File: src/rtl/branch_redirect_unit.sv
// MEM-stage branch/jump resolver: decodes EX/MEM branch fields, registers the
// redirect PC and holds the segment-register flush strobes for FLUSH_CYCLES.

module bru_sat_cnt #(
  parameter int W = 16
) (
  input  logic         clk,
  input  logic         rst_n,
  input  logic         i_inc,
  output logic [W-1:0] o_cnt
);
  logic [W-1:0] r_cnt;

  always_ff @(negedge clk or negedge rst_n) begin
    if (!rst_n)                             r_cnt <= '0;
    else if (i_inc && (r_cnt != {W{1'b1}})) r_cnt <= r_cnt + 1'b1;
  end

  assign o_cnt = r_cnt;
endmodule

module branch_redirect_unit #(
  parameter int FLUSH_CYCLES = 2,
  parameter int CNT_W        = 16
) (
  input  logic             clk,
  input  logic             rst_n,
  input  logic [31:0]      pc_in,
  input  logic [25:0]      target_in,
  input  logic [31:0]      imm32_in,
  input  logic [31:0]      RegtoJump_in,
  input  logic             Zero_in,
  input  logic             Sign_in,
  input  logic [2:0]       Branchctr_in,
  input  logic [1:0]       Jumpctr_in,
  input  logic             stall_in,
  output logic             Branch_fc,
  output logic             Jump_fc,
  output logic             redirect_valid,
  output logic [31:0]      redirect_pc,
  output logic             busy,
  output logic [CNT_W-1:0] taken_cnt,
  output logic [CNT_W-1:0] jump_cnt
);
  typedef enum logic {IDLE, FLUSH} state_t;

  localparam logic [3:0] LP_CNT_LD = 4'(FLUSH_CYCLES - 1);
  localparam bit         LP_MULTI  = (FLUSH_CYCLES > 1);

  state_t      r_state, w_state_nxt;
  logic [3:0]  r_cnt, w_cnt_nxt;
  logic        r_bfc, w_bfc_nxt;
  logic        r_jfc, w_jfc_nxt;
  logic        r_rv, w_rv_nxt;
  logic [31:0] r_pc, w_pc_nxt;
  logic        w_inc_taken, w_inc_jump;

  logic        w_br_taken, w_jump, w_event;
  logic [31:0] w_imm_sh, w_br_target, w_j_target, w_target;

  always_comb begin
    case (Branchctr_in)
      3'b001:  w_br_taken = Zero_in;
      3'b010:  w_br_taken = !Zero_in;
      3'b011:  w_br_taken = !Sign_in;
      3'b100:  w_br_taken = !Sign_in && !Zero_in;
      3'b101:  w_br_taken = Sign_in || Zero_in;
      3'b110:  w_br_taken = Sign_in;
      default: w_br_taken = 1'b0;
    endcase
  end

  assign w_jump      = (Jumpctr_in != 2'b00);
  assign w_event     = w_jump || w_br_taken;
  assign w_imm_sh    = imm32_in << 2;
  assign w_br_target = pc_in + w_imm_sh;
  assign w_j_target  = {pc_in[31:28], target_in, 2'b00};
  // A jump outranks a taken branch, so the branch target only matters when Jumpctr is zero.
  assign w_target    = (Jumpctr_in == 2'b11) ? RegtoJump_in :
                       w_jump                ? w_j_target   : w_br_target;

  always_comb begin
    w_state_nxt = r_state;
    w_cnt_nxt   = r_cnt;
    w_bfc_nxt   = r_bfc;
    w_jfc_nxt   = r_jfc;
    w_rv_nxt    = r_rv;
    w_pc_nxt    = r_pc;
    w_inc_taken = 1'b0;
    w_inc_jump  = 1'b0;
    if (!stall_in) begin
      w_rv_nxt = 1'b0;
      case (r_state)
        IDLE: begin
          // With a one-cycle flush the strobe is cleared here on the following edge.
          w_bfc_nxt = 1'b0;
          w_jfc_nxt = 1'b0;
          if (w_event) begin
            w_rv_nxt    = 1'b1;
            w_pc_nxt    = w_target;
            w_jfc_nxt   = w_jump;
            w_bfc_nxt   = !w_jump;
            w_cnt_nxt   = LP_CNT_LD;
            w_inc_jump  = w_jump;
            w_inc_taken = !w_jump;
            w_state_nxt = LP_MULTI ? FLUSH : IDLE;
          end
        end
        FLUSH: begin
          if (r_cnt == 4'd0) begin
            w_bfc_nxt   = 1'b0;
            w_jfc_nxt   = 1'b0;
            w_state_nxt = IDLE;
          end else begin
            w_cnt_nxt = r_cnt - 4'd1;
          end
        end
        default: w_state_nxt = IDLE;
      endcase
    end
  end

  always_ff @(negedge clk or negedge rst_n) begin
    if (!rst_n) begin
      r_state <= IDLE;
      r_cnt   <= 4'd0;
      r_bfc   <= 1'b0;
      r_jfc   <= 1'b0;
      r_rv    <= 1'b0;
      r_pc    <= 32'd0;
    end else begin
      r_state <= w_state_nxt;
      r_cnt   <= w_cnt_nxt;
      r_bfc   <= w_bfc_nxt;
      r_jfc   <= w_jfc_nxt;
      r_rv    <= w_rv_nxt;
      r_pc    <= w_pc_nxt;
    end
  end

  bru_sat_cnt #(.W(CNT_W)) u_taken_cnt (
    .clk(clk), .rst_n(rst_n), .i_inc(w_inc_taken), .o_cnt(taken_cnt)
  );

  bru_sat_cnt #(.W(CNT_W)) u_jump_cnt (
    .clk(clk), .rst_n(rst_n), .i_inc(w_inc_jump), .o_cnt(jump_cnt)
  );

  assign Branch_fc      = r_bfc;
  assign Jump_fc        = r_jfc;
  assign redirect_valid = r_rv;
  assign redirect_pc    = r_pc;
  assign busy           = (r_state == FLUSH);
endmodule
File: config.mk
export PLATFORM = sky130hd
export DESIGN_NAME = branch_redirect_unit
export DESIGN_NICKNAME = d
export VERILOG_FILES = /design/src/rtl/branch_redirect_unit.sv
export SDC_FILE = /design/constraint.sdc
export NUM_CORES = 1
export LEC_CHECK = 0
export CORE_MARGIN = 5
export CORE_UTILIZATION = 45
export CTS_BUF_LIST = sky130_fd_sc_hd__clkbuf_2 sky130_fd_sc_hd__clkbuf_4 sky130_fd_sc_hd__clkbuf_8
export CTS_CLUSTER_DIAMETER = 60
export DETAILED_ROUTE_END_ITERATION = 8
export DONT_BUFFER_PORTS = 1
export PLACE_DENSITY_LB_ADDON = 0.1
export REMOVE_ABC_BUFFERS = 1
export SLEW_MARGIN = 20
export SYNTH_ARGS = -nofsm -noshare
export SYNTH_HDL_FRONTEND = slang
export SYNTH_HIERARCHICAL = 1
export SYNTH_SLANG_ARGS = --single-unit
File: constraint.sdc
create_clock -name clk -period 2.6 [get_ports clk]
set_input_delay 0.26 -clock clk [delete_from_list [all_inputs] [get_ports clk]]
set_output_delay 0.26 -clock clk [all_outputs]
set_load 0.005 [all_outputs]
==> run_results.csv <==
group,metric,value,unit
floorplanning,die-area,15000,um^2
route,via_per_inst,5.88,
worst_setup_path,start_kind,"input pin",
clock_network,cts_made_buffers,9,
worst_setup_path,worstPathArrival,2.38,ns
logic_synthesis,yosys_warnings,6,
timing,fin_ws,-0.891,ns
worst_setup_path,setup.worst_path.class,"in -> reg",
clock_network,cts_max_level,3,
timing,slew_headroom,70.2,%
place,place_area,6700,um^2
timing,fin_skew,0.00875,ns
route,drt-initial-drc-count,281,
logic_synthesis,yosys_register_bits,72,
cells_and_area,syn_to_final_growth,45.3,%
floorplanning,fp.dieH,122,um
clock_network,ctsLongestPathBuffers,2,
logic_synthesis,synth_top_area_share,31.7,%
logic_synthesis,synthFlopType,"dfrtn_1",
cells_and_area,num-nets-final,955,
outcome,status,"finished with violations",
cells_and_area,fin_area,8260,um^2
global_routing,grtUsageTotal,24.8,%
route,firstDrtPassIters,5,
power_and_ir_drop,vdd_drop_max,0.297,mV
worst_hold_path,hold_end,"r_cnt[0]",
logic_synthesis,synth_edf_count,0,
global_routing,antenna_found_initial,0,
timing,setup_viol,49,
global_routing,grt_max_degree,74,
power_and_ir_drop,power.leakage,3.66,nW
logic_synthesis,synth_largest_area_cell,"dfrtn_1",
floorplanning,rows,41,
worst_setup_path,endpoint_kind,"flip-flop",
clock_network,worstSkewPairLatency,0.35,ns
logic_synthesis,synthCells,645,
timing,setup_tns,-23.83,ns
clock_network,cts.sinks,72,
job,maxCapViolations,0,
power_and_ir_drop,p_per_area,582,nW/um^2
global_routing,grt_overflow,0,
logic_synthesis,synthesis.area,5680,um^2
logic_synthesis,yosysUniqueCellTypes,69,
route,vias,5678,
worst_hold_path,hold_depth,1,
worst_setup_path,path_max_fanout,2,
cells_and_area,diodes,0,
timing,slew_viol_final,0,
place,port_buffers,0,
worst_hold_path,hold_path.class,"reg -> reg",
worst_setup_path,cp.required,1.49,ns
floorplanning,core_area,12500,um^2
timing,finalHoldViolCount,0,
route,drc,0,
global_routing,grt_pass1_wl,29.4,mm
floorplanning,initial_core_util,45.4,%
worst_setup_path,r2r_start,"busy",
cells_and_area,fin_cells,966,
floorplanning,dieWidth,122,um
place,hpwl,13.3,mm
place,dp_cells,907,
global_routing,grt_pass1_vias,5934,
clock_network,cts_tree,"done",
outcome,violations,"setup timing",
route,ant_nets,0,
timing,hold_ws,0.430,ns
floorplanning,io_pins,200,
timing,rsz0062_at_grt,"yes",
clock_network,clk_pin_slew_worst_paths,0.06,ns
clock_network,postCtsHoldBufs,0,
logic_synthesis,synthArstFlopShare,100,%
worst_setup_path,reg2reg_slack,0.37,ns
place,place_congestion,0.839,
cells_and_area,drive_above_1_share,41.9,%
worst_setup_path,r2r.worst_path.cells,8,
logic_synthesis,ys_seq_area_share,31.7,%
clock_network,root_buffer,"clkbuf_8",
worst_setup_path,r2r_end,"u_taken_cnt/o_cnt[5]",
logic_synthesis,synth_area_per_cell,8.81,um^2
logic_synthesis,synth_area_leaders,"dfrtn_1 (32%), ha_1 (7.0%), a21oi_1 (4.8%), mux2i_1 (4.6%), o21ai_0 (4.5%)",
route,wl_per_cell,19.9,um
power_and_ir_drop,power.total,4.80,mW
worst_hold_path,hold_start,"r_cnt[0]",
timing,tightest_slew,0.446,ns
route,wirelength,19.2,mm
report_power, final:
group	switching (mW)	total, mW	leakage, nW	internal (mW)
registers	0.401	1.90	0.913	1.50
logic	0.943	1.99	2.65	1.05
clock network	0.475	0.910	0.0948	0.435
total	1.82	4.80	3.66	2.98
final cells by class:
class	count	area (um^2)
timing repair buffer	164	1410
tap	172	215
fill	1006	4260
clock inverter	6	61.3
multi-input combinational	529	4580
clock buffer	9	124
inverter	14	60.1
sequential	72	1800
what timing repair did:
action	4_1_cts	5_1_grt
setup buffers	33	19
pin swaps	88	72
gates resized for setup	175	62
cloned	4	0
endpoints found under the setup margin	57	61
state kept, by name, summed over array words and instances (netlist names):
name               flops
Jump_fc                1
u_jump_cnt/o_cnt      16
Branch_fc              1
redirect_valid         1
busy                   1
u_taken_cnt/o_cnt     16
r_cnt                  4
redirect_pc           32
routing by layer:
metal,up-vias,global-route usage [%],share of wire (%)
met5,-,0,0
met4,0,9.52,3.0
met3,42,4.98,5.3
met2,168,44.2,51
met1,2760,29.3,40
li1,2708,-,-
placed cells by master, fill, tap and decap left out, types with 17 or more instances in the layout:
cell / Yosys / routed
o21ai_0: 51 / 17
mux2i_1: 26 / 26
buf_4: 1 / 132
a21oi_1: 54 / 43
xor2_1: 20 / 19
o21ai_1: 5 / 26
nor2_1: 47 / 35
dfrtn_1: 72 / 72
nand3_1: 27 / 22
nand2_1: 59 / 50
buf_6: 1 / 26
nand4_1: 22 / 22
cell families after synthesis:
group	Yosys count	share of synthesized area [%]
AO/OA/AOI/OAI	208	23.9
adder cells (fa/ha/maj)	33	7.40
XOR/XNOR	41	6.32
buffers and inverters	45	3.21
AND/OR/NAND/NOR	208	20.5
multiplexers	38	6.96
flip-flops	72	31.7
stage by stage:
step | setup slack, ns | util [%]
2_1_floorplan | -1.29 | -
3_3_place_gp | -1.46 | 53.5
3_5_place_dp | -1.53 | 53.5
4_1_cts | -0.913 | 62.9
5_1_grt | -0.980 | 66.0
6_report | -0.891 | 66.0
worst max path at each step:
stage	from	end	slack, ns	cells past startpoint
final	imm32_in[0]	redirect_pc[30]	-0.89	13
after global routing	imm32_in[0]	redirect_pc[24]	-0.98	12
after CTS	imm32_in[0]	redirect_pc[30]	-0.91	13
after detailed placement	pc_in[2]	redirect_pc[28]	-1.53	12
after global placement	pc_in[2]	redirect_pc[28]	-1.46	12
after floorplan	pc_in[2]	redirect_pc[30]	-1.29	11
Yosys cell counts, drive strengths merged (5+ instances only):
cell type  instances
nand2             59
buf                7
and3               6
dfrtn             72
a31oi             13
a21o              13
o22ai              6
xnor2             21
inv               14
nand3             29
nor2b              5
nor4               6
and4               7
clkbuf            24
a21oi             54
nor2              49
o21ai             58
o21a              14
a211oi            12
nand4             26
mux2              12
ha                32
mux2i             26
nor3               9
xor2              20
a221oi             8
worst max-delay path, cell delays in order:
cell and delay (ns):
ha_4 0.15, fa_2 0.34, a21o_1 0.20, nor2b_4 0.13, o311ai_2 0.21, buf_4 0.19, buf_6 0.10, a21boi_4 0.05
o21ai_2 0.14, o21ai_2 0.09, a311oi_2 0.27, xor2_1 0.17, o22ai_1 0.08
Note: power is estimated with default switching activity, not from simulation.
